### src/rtl/mc_isa_pkg.sv
// ISA constants, control-word layout and the instruction decode function
// shared by the 4-bit microcontroller instruction decoder.
package mc_isa_pkg;

  localparam int unsigned IR_W   = 8;
  localparam int unsigned NIB_W  = 4;
  localparam int unsigned SEL_W  = 4;
  localparam int unsigned EN_W   = 9;
  localparam int unsigned CODE_W = 3;

  // Opcode prefixes, matched against the top bits of ir
  localparam logic [0:0] OP_LDI = 1'b0;
  localparam logic [1:0] OP_MOV = 2'b10;
  localparam logic [2:0] OP_ALU = 3'b110;
  localparam logic [3:0] OP_JMP = 4'b1110;
  localparam logic [3:0] OP_JNZ = 4'b1111;

  localparam logic [SEL_W-1:0] SRC_X0    = 4'd0;
  localparam logic [SEL_W-1:0] SRC_X1    = 4'd1;
  localparam logic [SEL_W-1:0] SRC_Y0    = 4'd2;
  localparam logic [SEL_W-1:0] SRC_Y1    = 4'd3;
  localparam logic [SEL_W-1:0] SRC_R     = 4'd4;
  localparam logic [SEL_W-1:0] SRC_M     = 4'd5;
  localparam logic [SEL_W-1:0] SRC_I     = 4'd6;
  localparam logic [SEL_W-1:0] SRC_DM    = 4'd7;
  localparam logic [SEL_W-1:0] SRC_IMM   = 4'd8;
  localparam logic [SEL_W-1:0] SRC_IPINS = 4'd9;

  localparam int unsigned EN_X0 = 0;
  localparam int unsigned EN_X1 = 1;
  localparam int unsigned EN_Y0 = 2;
  localparam int unsigned EN_Y1 = 3;
  localparam int unsigned EN_R  = 4;
  localparam int unsigned EN_M  = 5;
  localparam int unsigned EN_I  = 6;
  localparam int unsigned EN_DM = 7;
  localparam int unsigned EN_O  = 8;

  localparam logic [CODE_W-1:0] CODE_X0 = 3'd0;
  localparam logic [CODE_W-1:0] CODE_X1 = 3'd1;
  localparam logic [CODE_W-1:0] CODE_Y0 = 3'd2;
  localparam logic [CODE_W-1:0] CODE_Y1 = 3'd3;
  localparam logic [CODE_W-1:0] CODE_O  = 3'd4;
  localparam logic [CODE_W-1:0] CODE_M  = 3'd5;
  localparam logic [CODE_W-1:0] CODE_I  = 3'd6;
  localparam logic [CODE_W-1:0] CODE_DM = 3'd7;

  typedef enum logic {FETCH, EXEC} state_e;

  typedef struct packed {
    logic [EN_W-1:0]  reg_en;
    logic [SEL_W-1:0] source_sel;
    logic             i_sel;
    logic             x_sel;
    logic             y_sel;
  } ctrl_t;

  // Destination code to its single register-enable bit
  function automatic logic [EN_W-1:0] dst_enable(input logic [CODE_W-1:0] dst);
    logic [EN_W-1:0] en;
    en = '0;
    unique case (dst)
      CODE_X0: en[EN_X0] = 1'b1;
      CODE_X1: en[EN_X1] = 1'b1;
      CODE_Y0: en[EN_Y0] = 1'b1;
      CODE_Y1: en[EN_Y1] = 1'b1;
      CODE_O:  en[EN_O]  = 1'b1;
      CODE_M:  en[EN_M]  = 1'b1;
      CODE_I:  en[EN_I]  = 1'b1;
      CODE_DM: en[EN_DM] = 1'b1;
    endcase
    return en;
  endfunction

  // Full control word for one instruction; jumps produce an all-zero word
  function automatic ctrl_t decode(input logic [IR_W-1:0] ir);
    ctrl_t             c;
    logic [CODE_W-1:0] dst;
    logic [CODE_W-1:0] src;
    logic              touches_dm;
    c          = '0;
    dst        = ir[6:4];
    src        = ir[2:0];
    touches_dm = 1'b0;
    if (ir[7] == OP_LDI) begin
      dst          = ir[6:4];
      c.source_sel = SRC_IMM;
      c.reg_en     = dst_enable(dst);
      touches_dm   = (dst == CODE_DM);
    end else if (ir[7:6] == OP_MOV) begin
      dst          = ir[5:3];
      c.source_sel = (dst == src) ? SRC_IPINS : {1'b0, src};
      c.reg_en     = dst_enable(dst);
      touches_dm   = (dst == CODE_DM) || (src == CODE_DM);
    end else if (ir[7:5] == OP_ALU) begin
      c.reg_en[EN_R] = 1'b1;
      c.x_sel        = ir[4];
      c.y_sel        = ir[3];
    end
    // dm accesses post-increment i unless i itself is being written
    if (touches_dm && (dst != CODE_I)) begin
      c.reg_en[EN_I] = 1'b1;
      c.i_sel        = 1'b1;
    end
    return c;
  endfunction

endpackage

### src/rtl/instruction_decoder_if.sv
// Program-memory and datapath-control bundle between the decoder (master)
// and the computational unit / program ROM (slave).
interface instruction_decoder_if #(parameter int unsigned PC_WIDTH = 8);
  import mc_isa_pkg::*;

  logic [PC_WIDTH-1:0] pm_address;
  logic [IR_W-1:0]     pm_data;
  logic                r_eq_0;
  logic [NIB_W-1:0]    ir_nibble;
  logic [SEL_W-1:0]    source_sel;
  logic [EN_W-1:0]     reg_en;
  logic                i_sel;
  logic                x_sel;
  logic                y_sel;

  modport master (
    output pm_address, ir_nibble, source_sel, reg_en, i_sel, x_sel, y_sel,
    input  pm_data, r_eq_0
  );

  modport slave (
    input  pm_address, ir_nibble, source_sel, reg_en, i_sel, x_sel, y_sel,
    output pm_data, r_eq_0
  );

endinterface

### src/rtl/program_counter.sv
// Program counter: increments modulo 2^PC_WIDTH or loads a new low nibble
// inside the current 16-word page.
module program_counter
  import mc_isa_pkg::*;
#(
  parameter int unsigned PC_WIDTH = 8
) (
  input  logic                clk,
  input  logic                rst_i,
  input  logic                inc_en_i,
  input  logic                load_en_i,
  input  logic [NIB_W-1:0]    target_i,
  output logic [PC_WIDTH-1:0] pc_o
);

  logic [PC_WIDTH-1:0] pc_q;
  logic [PC_WIDTH-1:0] pc_d;

  always_comb begin
    pc_d = pc_q;
    if (load_en_i) begin
      pc_d = {pc_q[PC_WIDTH-1:NIB_W], target_i};
    end else if (inc_en_i) begin
      pc_d = pc_q + PC_WIDTH'(1);
    end
  end

  always_ff @(posedge clk) begin
    if (rst_i) begin
      pc_q <= '0;
    end else begin
      pc_q <= pc_d;
    end
  end

  assign pc_o = pc_q;

endmodule

### src/rtl/instruction_decoder.sv
// Two-state fetch/execute sequencer: latches an instruction in FETCH and
// drives the datapath control word for exactly the following EXEC cycle.
module instruction_decoder
  import mc_isa_pkg::*;
#(
  parameter int unsigned PC_WIDTH = 8
) (
  input  logic                  clk,
  input  logic                  sync_reset,
  instruction_decoder_if.master bus
);

  state_e          state_q;
  logic [IR_W-1:0] ir_q;
  ctrl_t           ctrl_q;

  logic is_exec_c;
  logic jump_c;
  logic load_pc_c;
  logic inc_pc_c;

  // Control word is decoded from pm_data at fetch so it is registered for EXEC
  always_ff @(posedge clk) begin
    if (sync_reset) begin
      state_q <= FETCH;
      ir_q    <= 8'h00;
      ctrl_q  <= '0;
    end else begin
      unique case (state_q)
        FETCH: begin
          ir_q    <= bus.pm_data;
          ctrl_q  <= decode(bus.pm_data);
          state_q <= EXEC;
        end
        EXEC: begin
          ctrl_q  <= '0;
          state_q <= FETCH;
        end
      endcase
    end
  end

  always_comb begin
    is_exec_c = (state_q == EXEC) && !sync_reset;
    jump_c    = (ir_q[7:4] == OP_JMP) || ((ir_q[7:4] == OP_JNZ) && !bus.r_eq_0);
    load_pc_c = is_exec_c && jump_c;
    inc_pc_c  = is_exec_c && !jump_c;
  end

  program_counter #(.PC_WIDTH(PC_WIDTH)) u_pc (
    .clk       (clk),
    .rst_i     (sync_reset),
    .inc_en_i  (inc_pc_c),
    .load_en_i (load_pc_c),
    .target_i  (ir_q[NIB_W-1:0]),
    .pc_o      (bus.pm_address)
  );

  // Reset blanks every control output in the same cycle it is asserted
  assign bus.reg_en     = sync_reset ? '0   : ctrl_q.reg_en;
  assign bus.source_sel = sync_reset ? '0   : ctrl_q.source_sel;
  assign bus.i_sel      = sync_reset ? 1'b0 : ctrl_q.i_sel;
  assign bus.x_sel      = sync_reset ? 1'b0 : ctrl_q.x_sel;
  assign bus.y_sel      = sync_reset ? 1'b0 : ctrl_q.y_sel;
  assign bus.ir_nibble  = sync_reset ? '0   : ir_q[NIB_W-1:0];

endmodule
### src/flat_wrapper.sv
// flat-port wrapper written by rule: the top's interface ports become plain ports
module instruction_decoder_flat import mc_isa_pkg::*;
#(
  parameter int unsigned PC_WIDTH = 8
)
  (clk, sync_reset, bus_pm_address, bus_ir_nibble, bus_source_sel, bus_reg_en, bus_i_sel, bus_x_sel, bus_y_sel, bus_pm_data, bus_r_eq_0);
  instruction_decoder_if #(.PC_WIDTH(PC_WIDTH)) bus_i ();
  input  logic clk;
  input  logic sync_reset;
  output wire logic [$bits(bus_i.pm_address)-1:0] bus_pm_address;
  output wire logic [$bits(bus_i.ir_nibble)-1:0] bus_ir_nibble;
  output wire logic [$bits(bus_i.source_sel)-1:0] bus_source_sel;
  output wire logic [$bits(bus_i.reg_en)-1:0] bus_reg_en;
  output wire logic [$bits(bus_i.i_sel)-1:0] bus_i_sel;
  output wire logic [$bits(bus_i.x_sel)-1:0] bus_x_sel;
  output wire logic [$bits(bus_i.y_sel)-1:0] bus_y_sel;
  input wire logic [$bits(bus_i.pm_data)-1:0] bus_pm_data;
  input wire logic [$bits(bus_i.r_eq_0)-1:0] bus_r_eq_0;
  assign bus_pm_address = bus_i.pm_address;
  assign bus_ir_nibble = bus_i.ir_nibble;
  assign bus_source_sel = bus_i.source_sel;
  assign bus_reg_en = bus_i.reg_en;
  assign bus_i_sel = bus_i.i_sel;
  assign bus_x_sel = bus_i.x_sel;
  assign bus_y_sel = bus_i.y_sel;
  assign bus_i.pm_data = bus_pm_data;
  assign bus_i.r_eq_0 = bus_r_eq_0;
  instruction_decoder #(.PC_WIDTH(PC_WIDTH)) u_core (.clk(clk), .sync_reset(sync_reset), .bus(bus_i));
endmodule
### config.mk
export PLATFORM = sky130hd
export DESIGN_NAME = instruction_decoder_flat
export DESIGN_NICKNAME = d
export VERILOG_FILES = /design/src/rtl/mc_isa_pkg.sv /design/src/rtl/instruction_decoder_if.sv /design/src/rtl/program_counter.sv /design/src/rtl/instruction_decoder.sv /design/src/flat_wrapper.sv
export SDC_FILE = /design/constraint.sdc
export NUM_CORES = 1
export LEC_CHECK = 0
export ABC_AREA = 0
export CAP_MARGIN = 10
export CELL_PAD_IN_SITES_DETAIL_PLACEMENT = 1
export CELL_PAD_IN_SITES_GLOBAL_PLACEMENT = 1
export CORE_MARGIN = 2
export CORE_UTILIZATION = 35
export DETAILED_ROUTE_END_ITERATION = 10
export MAX_ROUTING_LAYER = met4
export PLACE_DENSITY_LB_ADDON = 0.1
export SLEW_MARGIN = 25
export SYNTH_ARGS = -nofsm -noshare
export SYNTH_HDL_FRONTEND = slang
export SYNTH_SLANG_ARGS = --single-unit
### constraint.sdc
create_clock -name clk -period 2.1 [get_ports clk]
set_clock_uncertainty 0.05 [all_clocks]
set_input_delay 0.42 -clock clk [delete_from_list [all_inputs] [get_ports clk]]
set_output_delay 0.42 -clock clk [all_outputs]
set_load 0.05 [all_outputs]
== Word-level counts from Yosys, hierarchy flattened ==
Index checks and enable logic that the tools add are counted.
Cells by class
  $add $sub $neg: 1
  eq/ne operators: 21
  mux-type cells: 45
  bitwise operators: 2
  reduce and logical (&&, ||, !) cells: 14
Operators with widths (count)
  case mux 16 bit (2 select lines): 1
  equality test 3 bit (second input constant): 10
  two-way mux 1 bit: 27
  two-way mux 4 bit: 6
  two-way mux 13 bit: 1
  equality test 3 x 2 -> 1 bit (second input constant): 4
  two-way mux 3 bit: 4
  two-way mux 9 bit: 1
  adder 8 x 1 -> 8 bit (second input constant): 1
  equality test 4 bit (second input constant): 2
  two-way mux 8 bit: 1
  equality test 3 x 1 -> 1 bit (second input constant): 2
  logical NOT 3 bit: 2
  two-way mux 2 bit: 3
  logical AND 1 bit: 5
  equality test 3 bit: 1
  logical NOT 1 bit: 3
  != test 3 bit (second input constant): 1
  equality test 2 bit (second input constant): 1
  logical OR 1 bit: 2
  NOT 1 bit: 2
  case mux 1 bit (2 select lines): 1
  AND reduction 2 bit: 1
  nonzero test 2 bit: 1
Word-level totals
  bits in registers: 33
  bits of input ports: 11
  output and inout port bits: 28
  logic and storage cells: 92

== Depth between registers and ports, before layout ==
Gate-level depths: netlist (run 1).
  word-level depth: 9
  mapped depth: 5
  depth with buffers taken out: 4

== Hierarchy ==
A second synthesis (run 1) with hierarchy kept.
Unflattened totals
  cell total of the unflattened synthesis: 166
  area total of the unflattened synthesis: 1531.5 um2
By module, submodules not included
  instruction_decoder: instances 1, cells an instance 124, area an instance 1146.1 um2, seq. area each 500.5 um2
  program_counter: instances 1, cells an instance 42, area an instance 385.4 um2, seq. area each 160.2 um2

== Worst setup path after synthesis (run 1) ==
No wires, ideal clock.
  path type: input -> output
  from: input port sync_reset
  to: output port bus_ir_nibble[0]
  data arrival time: 1.479 ns
  required time: 1.630 ns
  path slack: 0.151 ns
  stages: 3
  buffers on the path: 2
  cell sequence: buf_2 buf_1 nor2b_1
Between the ends
  longest elaborated chain between the ends: 1
RTL lines
  from (decl): line flat_wrapper.sv:9  | input logic sync_reset;
  two-way mux 4 bit: line instruction_decoder.sv:65  | assign bus.ir_nibble = sync_reset ? '0 : ir_q[NIB_W-1:0];
  to (decl): line flat_wrapper.sv:11  | output wire logic [$bits(bus_i.ir_nibble)-1:0] bus_ir_nibble;
No other way between the ends.

== Worst setup path after layout (run 1) ==
  from: register u_core.u_pc.pc_q[4], in the netlist u_core.u_pc.pc_o[4]
  to: output port bus_pm_address[4]
RTL lines
  from (decl): line program_counter.sv:16  | logic [PC_WIDTH-1:0] pc_q;
  from (signal assigned): line program_counter.sv:32  | pc_q <= pc_d;
  to (decl): line flat_wrapper.sv:10  | output wire logic [$bits(bus_i.pm_address)-1:0] bus_pm_address;
No word-level cell between the ends.

==> results of run 1 <==
==> through the flow <==
| step | power [mW] | cell area, um^2 |
|---|---|---|
| floorplan | 0.813 | 1550 |
| global placement | 0.909 | 2210 |
| detailed placement | 0.917 | 2210 |
| CTS | 1.40 | 2290 |
| global route | 1.44 | 2290 |
| finish | 1.38 | 2290 |
==> sequential cells by signal, summed over array words and instances (netlist names) <==
signal and cells:
u_core.ir_q 8, u_core.u_pc.pc_o 8, u_core.state_q 1, u_core.ctrl_q 16
==> cell usage in the layout (no fill, tap or decap), types with 4 or more instances in the layout <==
cell,Yosys,layout
a21oi_1,5,5
buf_12,0,21
buf_4,0,8
clkbuf_8,0,6
clkdlybuf4s50_1,0,16
dfxtp_1,33,33
inv_1,5,5
mux2i_1,11,11
nand2_1,7,7
nand2b_1,4,4
nor2_1,18,18
nor2b_1,22,22
o21ai_0,6,6
==> power groups by stage <==
stage / Sequential (mW) / Clock, mW / Combinational [mW]
after floorplan: 0.688 / 0 / 0.126
after global placement: 0.684 / 0 / 0.226
after detailed placement: 0.685 / 0 / 0.232
after CTS: 0.671 / 0.495 / 0.233
after global routing: 0.673 / 0.522 / 0.247
final: 0.670 / 0.481 / 0.231
==> metal layers <==
layer	up-vias	track usage	routed length, um
met5	-	-	0
met4	0	0.0769	62
met3	6	0.0375	146
met2	24	0.279	1870
met1	650	0.192	1710
li1	662	-	-
==> worst paths after layout <==
kind	from	slack (ns)	end
setup / recovery	u_core.u_pc.pc_o[4]$_SDFFE_PP0P_	0.09	bus_pm_address[4]
setup reg to reg	u_core.state_q$_SDFF_PP0_	0.45	u_core.u_pc.pc_o[6]$_SDFFE_PP0P_
hold reg to reg	u_core.ir_q[4]$_SDFFE_PP0N_	0.45	u_core.ir_q[4]$_SDFFE_PP0N_
hold / removal	u_core.ir_q[4]$_SDFFE_PP0N_	0.45	u_core.ir_q[4]$_SDFFE_PP0N_
==> final cells by class <==
class / count / area (um^2)
fill: 476 / 2000
clock buffer: 7 / 86.3
tap: 52 / 65.1
sequential: 33 / 661
inverter: 5 / 18.8
timing repair buffer: 45 / 641
multi-input combinational: 122 / 822
==> cells by family (layout without fill, tap and decap cells) <==
kind of cell / Yosys count / in the layout / share of synthesized area
and+or+nand+nor: 80 / 80 / 0.301
DFF: 33 / 33 / 0.427
muxes: 13 / 13 / 0.0857
adders and majority gates: 1 / 1 / 0.00808
xor gates and xnor gates: 4 / 4 / 0.0226
AOI/OAI and AO/OA: 24 / 24 / 0.114
buffers and inverters: 15 / 57 / 0.0420
==> out/metrics.csv, run 1 <==
stage;metric;value;unit
status;status;completed;
synth;Yosys top cell area share;0.427;
synth;dominant cells by area after synthesis;dfxtp_1, nor2b_1, mux2i_1;
detailed_routing;initial drt markers;49;
global_routing;GRT overflow;0;
power_and_ir_drop;internal power;1.01;mW
global_routing;first-pass GRT wire length;6400;um
clock_network;CTS Buf Count;5;
worst_setup_path;CP Max Fanout;3;
worst_setup_path;Buf/Inv on CP;1;
global_routing;vias in the first global route;1375;
clock_network;clk buf depth;2;
die;row count;24;
synth;Post-synth EDFFs;0;
worst_setup_path;Levels on crit path;1;
clock_network;H-tree depth;2;
power_and_ir_drop;power share of the combinational group;0.167;
worst_setup_path;worst r2r path cells;4;
global_routing;initial antenna violation count;0;
placed_design;Buffers on Ports;38;
worst_setup_path;CP startpoint kind;flip-flop;
die;die footprint;4970;um^2
worst_setup_path;Setup crit end kind;primary output;
hold_path;worst hold path type;reg2reg;
die;# IOs;39;
timing;RSZ-0062 raised after global routing;false;
timing;max-slew violations;0;
cells_and_area;Ant. Diodes;0;
timing;crit share post-route;0.956;
detailed_routing;1st-pass router iterations;3;
placed_design;Placer Congestion;0.743;
timing;minimum clock period;2.01;ns
timing;worst slew pin tran;0.493;ns
synth;Async S/R FF share, synth;0;
worst_setup_path;WP data arrival;1.54;ns
hold_path;hold path cells;2;
detailed_routing;Final ANT Viol Nets;0;
timing;WHS;0.448;ns
worst_setup_path;worst-path cell chain;clkdlybuf4s50_1;
synth;Post-Syn Area;1550;um^2
synth;Synth area leader;dfxtp_1;
clock_network;Clk Tree Root Cell;clkbuf_8;
synth;register area share after synthesis;0.427;
clock_network;post-CTS setup repair buffer count;0;
clock_network;Worst-Skew Late Latency;0.28;ns
die;Starting Density;0.360;
detailed_routing;Vias/cell;5.08;
worst_setup_path;critical path required time;1.63;ns
placed_design;cell count after placement;257;
worst_setup_path;CP delay by family, top;buffers and inverters;
die;CORE AREA;4290;um^2
synth;Distinct cells, synth;45;
synth;most instantiated cells after synthesis;dfxtp_1, nor2b_1, nor2_1;
global_routing;GRT Total Usage;0.168;
power_and_ir_drop;Clk pwr share;0.348;
die;Die Width;70.5;um
timing;Hold Vio Cnt, Final;0;
power_and_ir_drop;Sequential Power Share;0.485;
cells_and_area;layout cell share with drive strength beyond 1;0.212;
job;max-cap violation count;0;
global_routing;largest net degree at the start of global routing;42;
clock_network;# resized after CTS;0;
power_and_ir_drop;worst ir drop on vdd;0.463;mV
cells_and_area;final core utilization;0.534;
power_and_ir_drop;sw power;0.368;mW
power_and_ir_drop;Switching Share;0.266;
synth;Ys Warns;0;
synth;Synth Flop Type;dfxtp_1;
detailed_routing;Vias;1342;
power_and_ir_drop;PD cells;603;nW/um^2
clock_network;Hold-fix buffers, CTS;0;
placed_design;pre-CTS WS;0.0454;ns
cells_and_area;Syn-to-layout area delta;48.2;%
worst_setup_path;CP Class;reg2out;
synth;most frequent cell after synthesis;dfxtp_1;
synth;syn avg cell area;9.10;um^2
synth;flops & latches, synth;33;
worst_setup_path;CP peak stage delay;0.84;ns
clock_network;clock slew seen by the registers of the worst setup and hold paths;0.07;ns
worst_setup_path;CP max-delay cell;clkdlybuf4s50_1;
synth;cell count after synthesis;170;
timing;setup slack after layout;0.0925;ns
detailed_routing;drt wl/cell;14.4;um
cells_and_area;fin nets;224;
timing;setup TNS;0;ns
detailed_routing;Routed WL;3790;um
synth;syn_nets;182;
die;die span in y;70.5;um
cells_and_area;final std cells w/o fill;264;
timing;endpoints failing setup;0;
clock_network;Num Clock Sinks;33;
power_and_ir_drop;Static Leak;0.877;nW
timing;Max-Slew Margin vs Limit;0.671;
timing;Fmax;498;MHz
clock_network;CTS tree;done;
placed_design;Post-DP HPWL;2790;um
detailed_routing;detailed-route DRC error count;0;
Note: power is estimated with default switching activity, not from simulation.
==> run 2: changes to the inputs <==
--- a/config.mk
+++ b/config.mk
@@ -5,7 +5,7 @@
 export SDC_FILE = /design/constraint.sdc
 export NUM_CORES = 1
 export LEC_CHECK = 0
-export ABC_AREA = 0
+export ABC_AREA = 1
 export CAP_MARGIN = 10
 export CELL_PAD_IN_SITES_DETAIL_PLACEMENT = 1
 export CELL_PAD_IN_SITES_GLOBAL_PLACEMENT = 1
@@ -14,7 +14,6 @@
 export DETAILED_ROUTE_END_ITERATION = 10
 export MAX_ROUTING_LAYER = met4
 export PLACE_DENSITY_LB_ADDON = 0.1
-export SLEW_MARGIN = 25
 export SYNTH_ARGS = -nofsm -noshare
 export SYNTH_HDL_FRONTEND = slang
 export SYNTH_SLANG_ARGS = --single-unit
==> run 2 against run 1 <==
Against the previous run: worst hold slack worse by 0.032 ns; critical endpoint is now bus_pm_address[3]; sequential cell count unchanged; non-clock buffer count down 3; worst setup slack worse by 0.027 ns; combinational power down 5%; power up 1.8%; die area down 2.2%; cell count up 20%; synthesized cell count up 31%.
==> out/metrics.csv, run 2 <==
stage;metric;value;unit
status;status;completed;
worst_setup_path;R2R setup slack;0.73;ns
synth;Post-Syn Area;1510;um^2
synth;cell count after synthesis;223;
hold_path;Hold Startpoint;u_core.ir_q[4]$_SDFFE_PP0N_;
synth;Post-synth EDFFs;0;
global_routing;first-pass GRT wire length;7150;um
worst_setup_path;Setup crit end kind;primary output;
detailed_routing;detailed-route DRC error count;0;
timing;endpoints failing setup;0;
timing;minimum clock period;2.03;ns
clock_network;clk buf depth;2;
synth;most frequent cell after synthesis;nand2_1;
power_and_ir_drop;Static Leak;0.983;nW
cells_and_area;most frequent cells in the layout;nand2_1, nor2_1, inv_1;
synth;Yosys top cell area share;0.437;
clock_network;CTS tree;done;
worst_setup_path;CP Class;reg2out;
global_routing;largest net degree at the start of global routing;24;
worst_setup_path;Worst R2R End;u_core.u_pc.pc_o[6]$_SDFFE_PP0P_;
hold_path;Hold Path Sink;u_core.ir_q[4]$_SDFFE_PP0N_;
timing;max-slew violations;0;
power_and_ir_drop;PD cells;619;nW/um^2
die;die span in y;69.7;um
timing;Max-Slew Margin vs Limit;0.669;
clock_network;CTS Buf Count;5;
hold_path;hold path cells;2;
synth;syn avg cell area;6.78;um^2
detailed_routing;1st-pass router iterations;4;
global_routing;vias in the first global route;1560;
placed_design;Placer Congestion;0.839;
clock_network;Clk Tree Root Cell;clkbuf_8;
placed_design;Buffers on Ports;38;
die;CORE AREA;4090;um^2
placed_design;Post-DP HPWL;3160;um
die;Die Width;69.7;um
worst_setup_path;WP data arrival;1.56;ns
clock_network;Hold-fix buffers, CTS;0;
timing;setup TNS;0;ns
clock_network;post-CTS setup repair buffer count;0;
timing;WHS;0.415;ns
synth;dominant cells by area after synthesis;dfxtp_1, nand2_1, nor2_1;
worst_setup_path;CP max-delay cell;clkdlybuf4s50_1;
timing;Fmax;491;MHz
timing;crit share post-route;0.969;
clock_network;H-tree depth;2;
clock_network;# resized after CTS;0;
global_routing;GRT overflow;0;
synth;register area share after synthesis;0.437;
synth;Synth area leader;dfxtp_1;
worst_setup_path;critical path required time;1.63;ns
job;max-cap violation count;0;
hold_path;worst hold path type;reg2reg;
timing;Hold Vio Cnt, Final;0;
timing;worst slew pin tran;0.495;ns
synth;Distinct cells, synth;21;
timing;RSZ-0062 raised after global routing;false;
worst_setup_path;worst r2r path cells;7;
die;die footprint;4860;um^2
clock_network;Num Clock Sinks;33;
global_routing;initial antenna violation count;0;
cells_and_area;commonest non-fill, non-tap cell in the layout;nand2_1;
clock_network;clock slew seen by the registers of the worst setup and hold paths;0.07;ns
synth;most instantiated cells after synthesis;nand2_1, nor2_1, inv_1;
worst_setup_path;CP startpoint kind;flip-flop;
synth;flops & latches, synth;33;
detailed_routing;drt wl/cell;13.1;um
detailed_routing;Vias/cell;4.85;
worst_setup_path;CP Max Fanout;5;
clock_network;Worst-Skew Late Latency;0.28;ns
synth;Ys Warns;0;
detailed_routing;Routed WL;4160;um
worst_setup_path;FF-to-FF Start;u_core.u_pc.pc_o[0]$_SDFFE_PP0P_;
cells_and_area;fin nets;279;
synth;Synth Flop Type;dfxtp_1;
cells_and_area;Top reg by flops;u_core.ctrl_q;
cells_and_area;max reg flops;16;
die;Starting Density;0.370;
worst_setup_path;CP delay by family, top;buffers and inverters;
detailed_routing;initial drt markers;57;
power_and_ir_drop;worst ir drop on vdd;0.509;mV
cells_and_area;Ant. Diodes;0;
worst_setup_path;Buf/Inv on CP;1;
global_routing;GRT Total Usage;0.189;
die;row count;23;
synth;Async S/R FF share, synth;0;
worst_setup_path;worst-path cell chain;clkdlybuf4s50_1;
cells_and_area;layout cell share with drive strength beyond 1;0.138;
worst_setup_path;CP peak stage delay;0.84;ns
detailed_routing;Final ANT Viol Nets;0;
cells_and_area;Syn-to-layout area delta;50.4;%
detailed_routing;Vias;1543;
die;# IOs;39;
synth;syn_nets;235;
==> run 2: cell types whose count changed after synthesis, moves of 3 or more <==
cell      previous run  this run
inv_1                5        42
nand3_1              3        13
nand2_1              7        47
nor3b_1              3         0
nor2_1              18        43
and2_1               3         0
o22ai_1              1         6
mux2i_1             11         0
nand2b_1             4         0
nor2b_1             22         0
or3_1                3         0
buf_2                7         2
==> run 2: how the worst max path moves through the flow <==
stage,endpoint,start,depth (start not counted)
floorplan,bus_i_sel,sync_reset,2
global placement,u_core.u_pc.pc_o[0]$_SDFFE_PP0P_,sync_reset,9
detailed placement,u_core.u_pc.pc_o[0]$_SDFFE_PP0P_,sync_reset,9
CTS,bus_pm_address[0],u_core.u_pc.pc_o[0]$_SDFFE_PP0P_,1
global route,bus_pm_address[3],u_core.u_pc.pc_o[3]$_SDFFE_PP0P_,1
finish,bus_pm_address[3],u_core.u_pc.pc_o[3]$_SDFFE_PP0P_,1
==> run 2: kinds of logic after synthesis <==
| group | synth area share |
|---|---|
| AOI/OAI and AO/OA | 0.0944 |
| buffers and inverters | 0.126 |
| adders and majority gates | 0.00828 |
| xor gates and xnor gates | 0.0290 |
| and+or+nand+nor | 0.305 |
| DFF | 0.437 |
==> run 2: routing by layer <==
metal | routed length, um | track usage | vias to the layer above
li1 | - | - | 773
met1 | 1990 | 0.245 | 717
met2 | 1900 | 0.290 | 46
met3 | 222 | 0.0494 | 7
met4 | 58 | 0.0577 | 0
met5 | 0 | - | -
==> run 2: layout make-up <==
class	count	area (um^2)
Fill cell	515	1810
Multi-Input combinational cell	141	661
Sequential cell	33	661
Inverter	44	165
Timing Repair Buffer	42	623
Clock buffer	7	96.3
Clock inverter	1	5.00
Tap cell	50	62.6
==> run 2: stage by stage <==
stage | power, mW | area, um^2 | setup slack, ns | std cells | util
3_5_place_dp | 0.892 | 2170 | 0.125 | 310 | 0.532
6_report | 1.41 | 2270 | 0.0652 | 318 | 0.556
2_1_floorplan | 0.791 | 1510 | 0.350 | 223 | -
4_1_cts | 1.42 | 2270 | 0.0717 | 318 | 0.556
3_3_place_gp | 0.889 | 2170 | 0.180 | 310 | 0.532
5_1_grt | 1.47 | 2270 | 0.0371 | 318 | 0.556
==> run 2: report_power, final <==
| group | total, mW | switching [mW] | internal [mW] |
|---|---|---|---|
| Clock | 0.527 | 0.231 | 0.296 |
| Sequential | 0.661 | 0.0123 | 0.648 |
| Combinational | 0.219 | 0.132 | 0.0864 |
==> run 3: changes to the inputs <==
--- a/config.mk
+++ b/config.mk
@@ -11,6 +11,7 @@
 export CELL_PAD_IN_SITES_GLOBAL_PLACEMENT = 1
 export CORE_MARGIN = 2
 export CORE_UTILIZATION = 35
+export CTS_CLUSTER_SIZE = 24
 export DETAILED_ROUTE_END_ITERATION = 10
 export MAX_ROUTING_LAYER = met4
 export PLACE_DENSITY_LB_ADDON = 0.1
==> results of run 3 <==
Same layout as run 2: the final DEF is identical, and so are final timing and power.
==> edit (config.mk and constraints of run 2) <==
Reset style: asynchronous (`rst_i` and `sync_reset`), changed in 2 clocked blocks.
--- a/src/rtl/program_counter.sv
+++ b/src/rtl/program_counter.sv
@@ -25,7 +25,7 @@
     end
   end
 
-  always_ff @(posedge clk) begin
+  always_ff @(posedge clk or posedge rst_i) begin
     if (rst_i) begin
       pc_q <= '0;
     end else begin
--- a/src/rtl/instruction_decoder.sv
+++ b/src/rtl/instruction_decoder.sv
@@ -20,7 +20,7 @@
   logic inc_pc_c;
 
   // Control word is decoded from pm_data at fetch so it is registered for EXEC
-  always_ff @(posedge clk) begin
+  always_ff @(posedge clk or posedge sync_reset) begin
     if (sync_reset) begin
       state_q <= FETCH;
       ir_q    <= 8'h00;
Check against the original RTL: differs if sync_reset is asserted again (counterexample within 4 cycles, from zero or initial values and one cycle with sync_reset high); with sync_reset held inactive, the same outputs for 10 cycles.
==> edit against run 2 <==
Routed wire length up 0.53%; die area is 12% higher; area after synthesis increased by 13%; cell count grew 8.5%; worst setup slack improved by 20 ps; global-route usage decreased by 0.13 points; sequential cell count unchanged; final area increased by 7.4%; critical endpoint is now bus_pm_address[2].
Power is not compared: it rests on default switching activity, and its combinational part moved more than twofold at a synthesized area within 25%.
==> edit: results (changes against run 2) <==
Clock tree
  – Post-CTS setup buffers: 0 (unchanged)
  – TritonCTS Buffers: 5 (unchanged)
  – Longest Clk Path Bufs: 2 (unchanged)
  – Later-pin clock latency in the skew report: 290 ps
  – CTS clk-pin slew, worst paths: 70 ps (about the same)
  – H-tree Lvls: 2 (unchanged)
  – PostCTS Resize Cnt: 0 (unchanged)
  – CTS Root Cell: clkbuf_8 (unchanged)
  – Hold_buf cts: 0 (unchanged)

Setup path
  – Maximum fanout along the worst path: 6 (was 5)
  – Worst path top cell family by delay: buffers and inverters (unchanged)
  – Crit-path slowest cell: clkdlybuf4s50_1 (unchanged)
  – Worst endpoint data arrival time: 1540 ps (was 1560 ps)

Yosys
  – Post-synthesis sequential area ratio: 0.484 (was 0.437)
  – FFs w/ async S/R, synth: 1.00 (was 0)
  – Predominant post-synthesis flop cell: dfrtp_1 (was dfxtp_1)
  – Distinct cells, synth: 24 (was 21)
  – Top cells by count, synth: nand2_1 (64), inv_1 (43), dfrtp_1 (33), nor2_1 (33), nand3_1 (18) (was nand2_1 (47), nor2_1 (43), inv_1 (42))
  – Area contributors post-synth: dfrtp_1 (48%), nand2_1 (14%), inv_1 (9.5%), nor2_1 (7.3%), nand3_1 (5.3%) (was dfxtp_1 (44%), nand2_1 (12%), nor2_1 (11%), inv_1 (10%), nand3_1 (4.3%))
  – Post-synthesis net count: 247 (was 235)
  – Synthesis Warnings: 0 (unchanged)

Detailed routing
  – Drt drc: 0 (unchanged)
  – Final wirelength: 4190 um (was 4160 um)
  – Drt pass-1 iters: 4 (unchanged)
  – Via density: 4.57 (was 4.85)
  – DRT iter0 DRCs: 65 (was 57)

Cells and area
  – Fraction of layout cells with a size suffix above 1: 0.137 (was 0.138)
  – Reg with most FFs: u_core.ctrl_q (unchanged)
  – Max FFs per register: 16 (unchanged)
  – # nets final: 289 (was 279)
  – FILL cells: 581 (was 515)

Global route
  – First-pass GRT wire length: 7490 um (was 7150 um)
  – Number of global-route vias before repair: 1,588 (was 1,560)
  – Antenna violations before repair: 0 (unchanged)
  – Met3 Use GR: 0.0453 (was 0.0494)
  – Global Route met1 Usage: 0.257 (was 0.245)
  – GR Util met2: 0.266 (was 0.290)
  – Largest net degree at the start of global routing: 34 (was 24)
  – Total GRT Usage: 0.187 (was 0.189)

Outcome
  – Status: complete, no violations (unchanged)

Timing
  – Worst slew pin tran: 494 ps (was 495 ps)

Place
  – Port bufs: 38 (unchanged)
  – Post-DP HPWL: 3110 um (was 3160 um)
  – Cell Area, Placed: 2360 um2 (was 2170 um2)
  – RD Place Congestion: 0.765 (was 0.839)

Hold path
  – Hold/Removal Path Class: flop to flop (unchanged)

Pwr
  – Maximum vdd drop: 0.354 mV
==> edit: changes by cell type after synthesis, moves of 3 or more <==
| cell | run 2 | this run |
|---|---|---|
| dfrtp_1 | 0 | 33 |
| dfxtp_1 | 33 | 0 |
| nand2_1 | 47 | 64 |
| nand3_1 | 13 | 18 |
| nand3b_1 | 0 | 3 |
| nand4_1 | 4 | 1 |
| nor2_1 | 43 | 33 |
| o21ai_0 | 7 | 12 |
| o22ai_1 | 6 | 0 |
==> edit: final timing paths <==
check                               startpoint                   to  slack, ps  cells past startpoint
setup reg to reg                u_core.state_q     u_core.ctrl_q[6]        520                      3
setup / recovery           u_core.u_pc.pc_o[2]    bus_pm_address[2]         90                      1
hold / removal                  u_core.ir_q[5]       u_core.ir_q[5]        430                      2
min in group asynchronous           sync_reset       u_core.ir_q[1]        750                      4
max in group asynchronous           sync_reset  u_core.u_pc.pc_o[6]        940                      4
hold reg to reg                 u_core.ir_q[5]       u_core.ir_q[5]        430                      2
==> edit: layer usage <==
layer	share of wire	vias to the layer above
met5	0	-
met4	0.018	0
met3	0.046	7
met2	0.44	36
met1	0.49	738
li1	-	796
==> edit: report_power, final <==
part           switching, W  internal (W)
logic              0.000378      0.000212
registers         0.0000691      0.000699
clock network      0.000237      0.000230
==> edit: final cells by class <==
cell class	instances	area (um2)	share of cell area
tap	67	83.8	0.0343
clock inverter	2	10.0	0.00410
clock buffer	6	72.6	0.0297
timing repair buffer	41	598	0.245
multi-input combinational	152	686	0.281
inverter	44	165	0.0677
sequential	33	826	0.338
==> edit: cells by family (layout without fill, tap and decap cells) <==
kind of cell    count (synthesis)  after routing  synth area share
flops                          33             33             0.484
fa+ha+maj                       1              1           0.00732
simple gates                  127            127             0.315
compound gates                 21             21            0.0637
xor+xnor                        3              3            0.0154
buf+inv                        50             93             0.115
==> edit: per-stage QoR <==
stage	std cells	hold WS [ps]	power, W	setup WS, ps
after floorplan	235	399	0.00114	156
after global placement	337	416	0.00137	185
after detailed placement	337	421	0.00138	196
after CTS	345	437	0.00185	62.8
after global routing	345	475	0.00194	11.7
final	345	428	0.00182	85.4
